File: src/rtl/arm_pkg.sv
// Shared definitions for the ARM pipeline: ALU command codes, the decoded
// control word carried between stages, and the default datapath width.
package arm_pkg;

  localparam int DW_DEFAULT = 32;

  localparam logic [3:0] EXE_NOP = 4'b0000;
  localparam logic [3:0] EXE_MOV = 4'b0001;
  localparam logic [3:0] EXE_ADD = 4'b0010;
  localparam logic [3:0] EXE_ADC = 4'b0011;
  localparam logic [3:0] EXE_SUB = 4'b0100;
  localparam logic [3:0] EXE_SBC = 4'b0101;
  localparam logic [3:0] EXE_AND = 4'b0110;
  localparam logic [3:0] EXE_ORR = 4'b0111;
  localparam logic [3:0] EXE_EOR = 4'b1000;
  localparam logic [3:0] EXE_MVN = 4'b1001;

  typedef struct packed {
    logic       wb_en;
    logic       mem_r_en;
    logic       mem_w_en;
    logic       branch;
    logic       s;
    logic [3:0] exe_cmd;
  } ctrl_t;

  // A bubble: no writeback, no memory access, no branch, no flag update.
  localparam ctrl_t CTRL_NOP = '{wb_en: 1'b0, mem_r_en: 1'b0, mem_w_en: 1'b0,
                                 branch: 1'b0, s: 1'b0, exe_cmd: EXE_NOP};

endpackage

File: src/rtl/sat_counter.sv
// Up-counter that sticks at its all-ones value; used to count pipeline bubbles.
module sat_counter #(
  parameter int CNT_W = 16
) (
  input  logic             clk,
  input  logic             rst,
  input  logic             inc,
  input  logic             hold,
  output logic [CNT_W-1:0] cnt
);

  logic [CNT_W-1:0] cnt_d;

  // NOTE: assign the default first so every path through always_comb drives cnt_d; otherwise a latch is inferred.
  always_comb begin
    cnt_d = cnt;
    if (inc && !hold && (cnt != '1)) cnt_d = cnt + CNT_W'(1);
  end

  always_ff @(posedge clk) begin
    if (!rst) cnt <= '0;
    else      cnt <= cnt_d;
  end

endmodule

File: src/rtl/id_exe_reg.sv
// ID/EX pipeline register: captures the decoded instruction, supports freeze,
// flush and bubble (NOP) insertion, and counts inserted bubbles.
module id_exe_reg
  import arm_pkg::*;
#(
  parameter int DW    = DW_DEFAULT,
  parameter int CNT_W = 16
) (
  input  logic             clk,
  input  logic             rst,
  input  logic             freeze,
  input  logic             flush,
  input  logic             bubble,
  input  logic             wb_en_in,
  input  logic             mem_r_en_in,
  input  logic             mem_w_en_in,
  input  logic             branch_in,
  input  logic             s_in,
  input  logic [3:0]       exe_cmd_in,
  input  logic [DW-1:0]    pc_in,
  input  logic [DW-1:0]    val_rn_in,
  input  logic [DW-1:0]    val_rm_in,
  input  logic             imm_in,
  input  logic [11:0]      shift_operand_in,
  input  logic [23:0]      signed_imm24_in,
  input  logic [3:0]       dest_in,
  input  logic [3:0]       src1_in,
  input  logic [3:0]       src2_in,
  input  logic             carry_in,
  output logic             wb_en_out,
  output logic             mem_r_en_out,
  output logic             mem_w_en_out,
  output logic             branch_out,
  output logic             s_out,
  output logic [3:0]       exe_cmd_out,
  output logic [DW-1:0]    pc_out,
  output logic [DW-1:0]    val_rn_out,
  output logic [DW-1:0]    val_rm_out,
  output logic             imm_out,
  output logic [11:0]      shift_operand_out,
  output logic [23:0]      signed_imm24_out,
  output logic [3:0]       dest_out,
  output logic [3:0]       src1_out,
  output logic [3:0]       src2_out,
  output logic             carry_out,
  output logic             valid_out,
  output logic [CNT_W-1:0] bubble_cnt
);

  ctrl_t ctrl_d;
  ctrl_t ctrl_q;
  logic  load_nop;

  assign ctrl_d = '{wb_en: wb_en_in, mem_r_en: mem_r_en_in, mem_w_en: mem_w_en_in,
                    branch: branch_in, s: s_in, exe_cmd: exe_cmd_in};
  assign load_nop = flush | bubble;

  // Freeze outranks flush/bubble: a frozen stage neither loads nor clears.
  // NOTE: sequential state uses non-blocking assignments so every register samples pre-edge values.
  always_ff @(posedge clk) begin
    if (!rst || (!freeze && load_nop)) begin
      ctrl_q            <= CTRL_NOP;
      pc_out            <= '0;
      val_rn_out        <= '0;
      val_rm_out        <= '0;
      imm_out           <= 1'b0;
      shift_operand_out <= '0;
      signed_imm24_out  <= '0;
      dest_out          <= '0;
      src1_out          <= '0;
      src2_out          <= '0;
      carry_out         <= 1'b0;
      valid_out         <= 1'b0;
    end else if (!freeze) begin
      ctrl_q            <= ctrl_d;
      pc_out            <= pc_in;
      val_rn_out        <= val_rn_in;
      val_rm_out        <= val_rm_in;
      imm_out           <= imm_in;
      shift_operand_out <= shift_operand_in;
      signed_imm24_out  <= signed_imm24_in;
      dest_out          <= dest_in;
      src1_out          <= src1_in;
      src2_out          <= src2_in;
      carry_out         <= carry_in;
      valid_out         <= 1'b1;
    end
  end

  assign wb_en_out    = ctrl_q.wb_en;
  assign mem_r_en_out = ctrl_q.mem_r_en;
  assign mem_w_en_out = ctrl_q.mem_w_en;
  assign branch_out   = ctrl_q.branch;
  assign s_out        = ctrl_q.s;
  assign exe_cmd_out  = ctrl_q.exe_cmd;

  sat_counter #(.CNT_W(CNT_W)) u_bubble_cnt (
    .clk  (clk),
    .rst  (rst),
    .inc  (load_nop),
    .hold (freeze),
    .cnt  (bubble_cnt)
  );

endmodule

File: config.mk
export PLATFORM = sky130hd
export DESIGN_NAME = id_exe_reg
export DESIGN_NICKNAME = d
export VERILOG_FILES = /design/src/rtl/arm_pkg.sv /design/src/rtl/sat_counter.sv /design/src/rtl/id_exe_reg.sv
export SDC_FILE = /design/constraint.sdc
export NUM_CORES = 1
export LEC_CHECK = 0
export ABC_AREA = 1
export BUFFER_PORTS_ARGS = -buffer_cell sky130_fd_sc_hd__buf_2
export CAP_MARGIN = 25
export CELL_PAD_IN_SITES_DETAIL_PLACEMENT = 0
export CELL_PAD_IN_SITES_GLOBAL_PLACEMENT = 1
export CORE_MARGIN = 2
export CORE_UTILIZATION = 30
export DETAILED_ROUTE_END_ITERATION = 10
export PLACE_DENSITY_LB_ADDON = 0.25
export SLEW_MARGIN = 25
export SYNTH_ARGS = -nofsm -noshare
export SYNTH_HDL_FRONTEND = slang
export SYNTH_SLANG_ARGS = --single-unit
File: constraint.sdc
create_clock -name clk -period 1.75 [get_ports clk]
set_input_delay 0.2625 -clock clk [delete_from_list [all_inputs] [get_ports clk]]
set_output_delay 0.2625 -clock clk [all_outputs]
set_load 0.005 [all_outputs]
==> flow_metrics.py <==
metrics = {
    "logic_synthesis": {
        "synthMuxAreaShare": 0,
        "synth_top_area_cell": "dfxtp_1",
        "synthTopCellsByArea": "dfxtp_1, nand2_1, a21oi_1",
        "synth_area_sq_um": 6250,
        "synth_top_family_by_area": "simple AND/OR/NAND/NOR gates",
        "syn_inst": 825,
        "synth-adder-area-share": 0.00200,
        "synth_top_cell_area_share": 0.551,
        "yosys_warnings": 0,
        "syn_nets": 986,
        "synth_commonest_cells": "nand2_1, dfxtp_1, a21oi_1",
        "synthFlopType": "dfxtp_1",
        "postSynthAreaPerCell_sq_um": 7.58,
        "synth_most_common_cell": "nand2_1",
        "synth-seq-cells": 172,
        "seq_area_frac_synth": 0.551,
        "synth_cell_types": 22,
        "synth_edf_count": 0,
        "yosys.area_share.simple": 0.262,
        "synth-compound-area-share": 0.137,
        "async_flop_share": 0,
        "synthXorXnorAreaFrac": 0,
    },
    "clock_tree": {
        "htreeDepth": 4,
        "insertion_delay_ns": 0.42,
        "cts_made_buffers": 17,
        "clk_pin_slew_ns": 0.07,
        "cts_sinks": 172,
        "cts_buffer_depth": 2,
        "post_cts_buffers": 0,
        "root_buffer": "clkbuf_16",
        "holdBufCountCts": 0,
        "cts_tree": "built",
    },
    "sta": {
        "setup_viol": 0,
        "tightestPinTransition_ns": 0.526,
        "skew_ns": 0.00839,
        "rsz0062_at_grt": "no",
        "timing.final.crit_share": 0.840,
        "finalCriticalPeriod_ns": 1.47,
        "worst_hold_slack_ns": 0.0762,
        "slew_headroom": 0.650,
        "hold_viol_final": 0,
        "timing.fmax_ghz": 0.681,
        "fin_tns_setup_ns": 0,
        "final_max_slew_viol_count": 0,
    },
    "final_layout": {
        "area_growth_pct": 40.4,
        "final_cells": 1419,
        "fin_area_sq_um": 8780,
        "nets": 1296,
        "drive_gt1_frac": 0.337,
    },
    "grt": {
        "grt.total_usage": 0.179,
        "overflow": 0,
        "grt_pass1_wl_um": 31300,
        "antenna_found_initial": 1,
        "grt_pass1_vias": 5816,
        "grt_max_degree": 109,
    },
    "power": {
        "clkPwrFrac": 0.435,
        "power.total_mw": 8.76,
        "pwr-share-seq": 0.472,
        "vdd_drop_max_uv": 606,
        "p_switching_mw": 2.19,
        "power_density_nw_per_um2": 998,
        "p_comb_frac": 0.093,
        "leakagePower_nw": 4.20,
        "p_int_mw": 6.57,
        "switching_share": 0.250,
    },
    "worst_setup_path": {
        "cp-start-kind": "flip-flop",
        "cp_max_fo": 13,
        "cp.required_ns": 2.06,
        "critPathArrivalTime_ns": 1.78,
        "critPathCaptureType": "flip-flop",
        "critical_path_class": "flip-flop to flip-flop",
    },
    "detailed_routing": {
        "wl_met2_um": 9600,
        "wl_met1_um": 8670,
        "top_layer": "met5",
        "viasPerCell": 4.47,
        "wl_met3_um": 1660,
        "routed-via-count": 6343,
        "wl_per_cell_um": 14.4,
        "dr.first_iter.drc_count": 311,
        "dr.pass1.iters": 4,
        "drc": 0,
        "drt_wl_total_um": 20400,
        "antenna_left": 0,
    },
    "place": {
        "finalWeightedCongestion": 0.752,
        "hpwl_um": 14000,
        "dp_cells": 1385,
        "placement.io_buffers": 331,
        "placed_area_sq_um": 8170,
    },
    "outcome": {
        "status": "complete, no violations",
    },
    "floorplanning": {
        "row_count": 52,
        "dieArea_sq_um": 22000,
        "initial_core_util": 0.307,
        "fp.dieH_um": 148,
        "coreArea_sq_um": 20400,
        "ioPinCount": 332,
        "chipWidth_um": 148,
    },
    "worst_hold_path": {
        "holdCritPathClass": "input pin to flip-flop",
    },
    "job": {
        "cap_violations": 0,
    },
}
-- cell type report --
type | count | area [sq um]
inverters | 11 | 43.8
well taps | 270 | 338
clock inverters | 13 | 153
flip-flops and latches | 172 | 3440
clock buffers | 19 | 433
diodes | 1 | 2.50
fillers | 2217 | 11600
repair buffers | 345 | 1830
multi-input cells | 588 | 2540
-- registers in the layout, summed over array words and instances, names as in the netlist --
register / count
val_rm_out: 32
signed_imm24_out: 24
imm_out: 1
val_rn_out: 32
branch_out: 1
exe_cmd_out: 4
shift_operand_out: 12
u_bubble_cnt.cnt: 16
mem_w_en_out: 1
wb_en_out: 1
src1_out: 4
src2_out: 4
valid_out: 1
dest_out: 4
s_out: 1
pc_out: 32
mem_r_en_out: 1
carry_out: 1
-- what timing repair did --
action	CTS	global route
setup endpoints to repair	0	8
resized for setup	0	1
endpoints found under the hold margin	0	0
-- layout by cell type (no fill, tap or decap), drive strengths merged --
master / count
a21oi: 168
buf: 345
bufinv: 2
clkbuf: 19
clkinv: 3
clkinvlp: 2
dfxtp: 172
diode: 1
ha: 1
inv: 17
nand2: 352
nand3: 17
nand4: 3
nor2: 44
nor2b: 1
o21ai: 2
-- critical path: stages (launching register included) --
cell and delay [ns]:
dfxtp_1 0.40, ha_1 0.17, inv_1 0.07, nor2_4 0.23
nand4_4 0.24, a21oi_1 0.20, nor2_1 0.06
-- final timing paths --
| check | cells after the start | to | startpoint | slack [ns] |
|---|---|---|---|---|
| max | 6 | u_bubble_cnt.cnt[14] | u_bubble_cnt.cnt[0] | 0.28 |
| min | 3 | dest_out[0] | dest_in[0] | 0.08 |
| max reg2reg | 6 | u_bubble_cnt.cnt[14] | u_bubble_cnt.cnt[0] | 0.28 |
| min reg2reg | 2 | pc_out[17] | pc_out[17] | 0.46 |
-- through the flow --
step / setup WS, ns / util
global route: 0.0910 / 0.431
detailed placement: 0.145 / 0.401
global placement: 0.197 / 0.401
CTS: 0.132 / 0.430
floorplan: 0.392 / -
finish: 0.281 / 0.431
-- power by group through the flow --
stage,combinational [mW],clock (mW),sequential (mW)
final,0.817,3.81,4.13
after CTS,0.838,3.95,4.13
after floorplan,0.360,0,4.24
after detailed placement,0.835,0,4.22
after global routing,0.926,4.11,4.15
after global placement,0.833,0,4.22
-- layer usage --
metal  global-route usage  vias to the layer above
li1                     -                     3270
met1                0.215                     2816
met2                0.296                      227
met3               0.0669                       28
met4               0.0633                        2
met5                    0                        -
-- logic make-up after synthesis --
family	count (synthesis)
compound gates	170
fa+ha+maj	1
simple gates	416
buf+inv	66
flops	172
(Power assumes the default switching activity.)
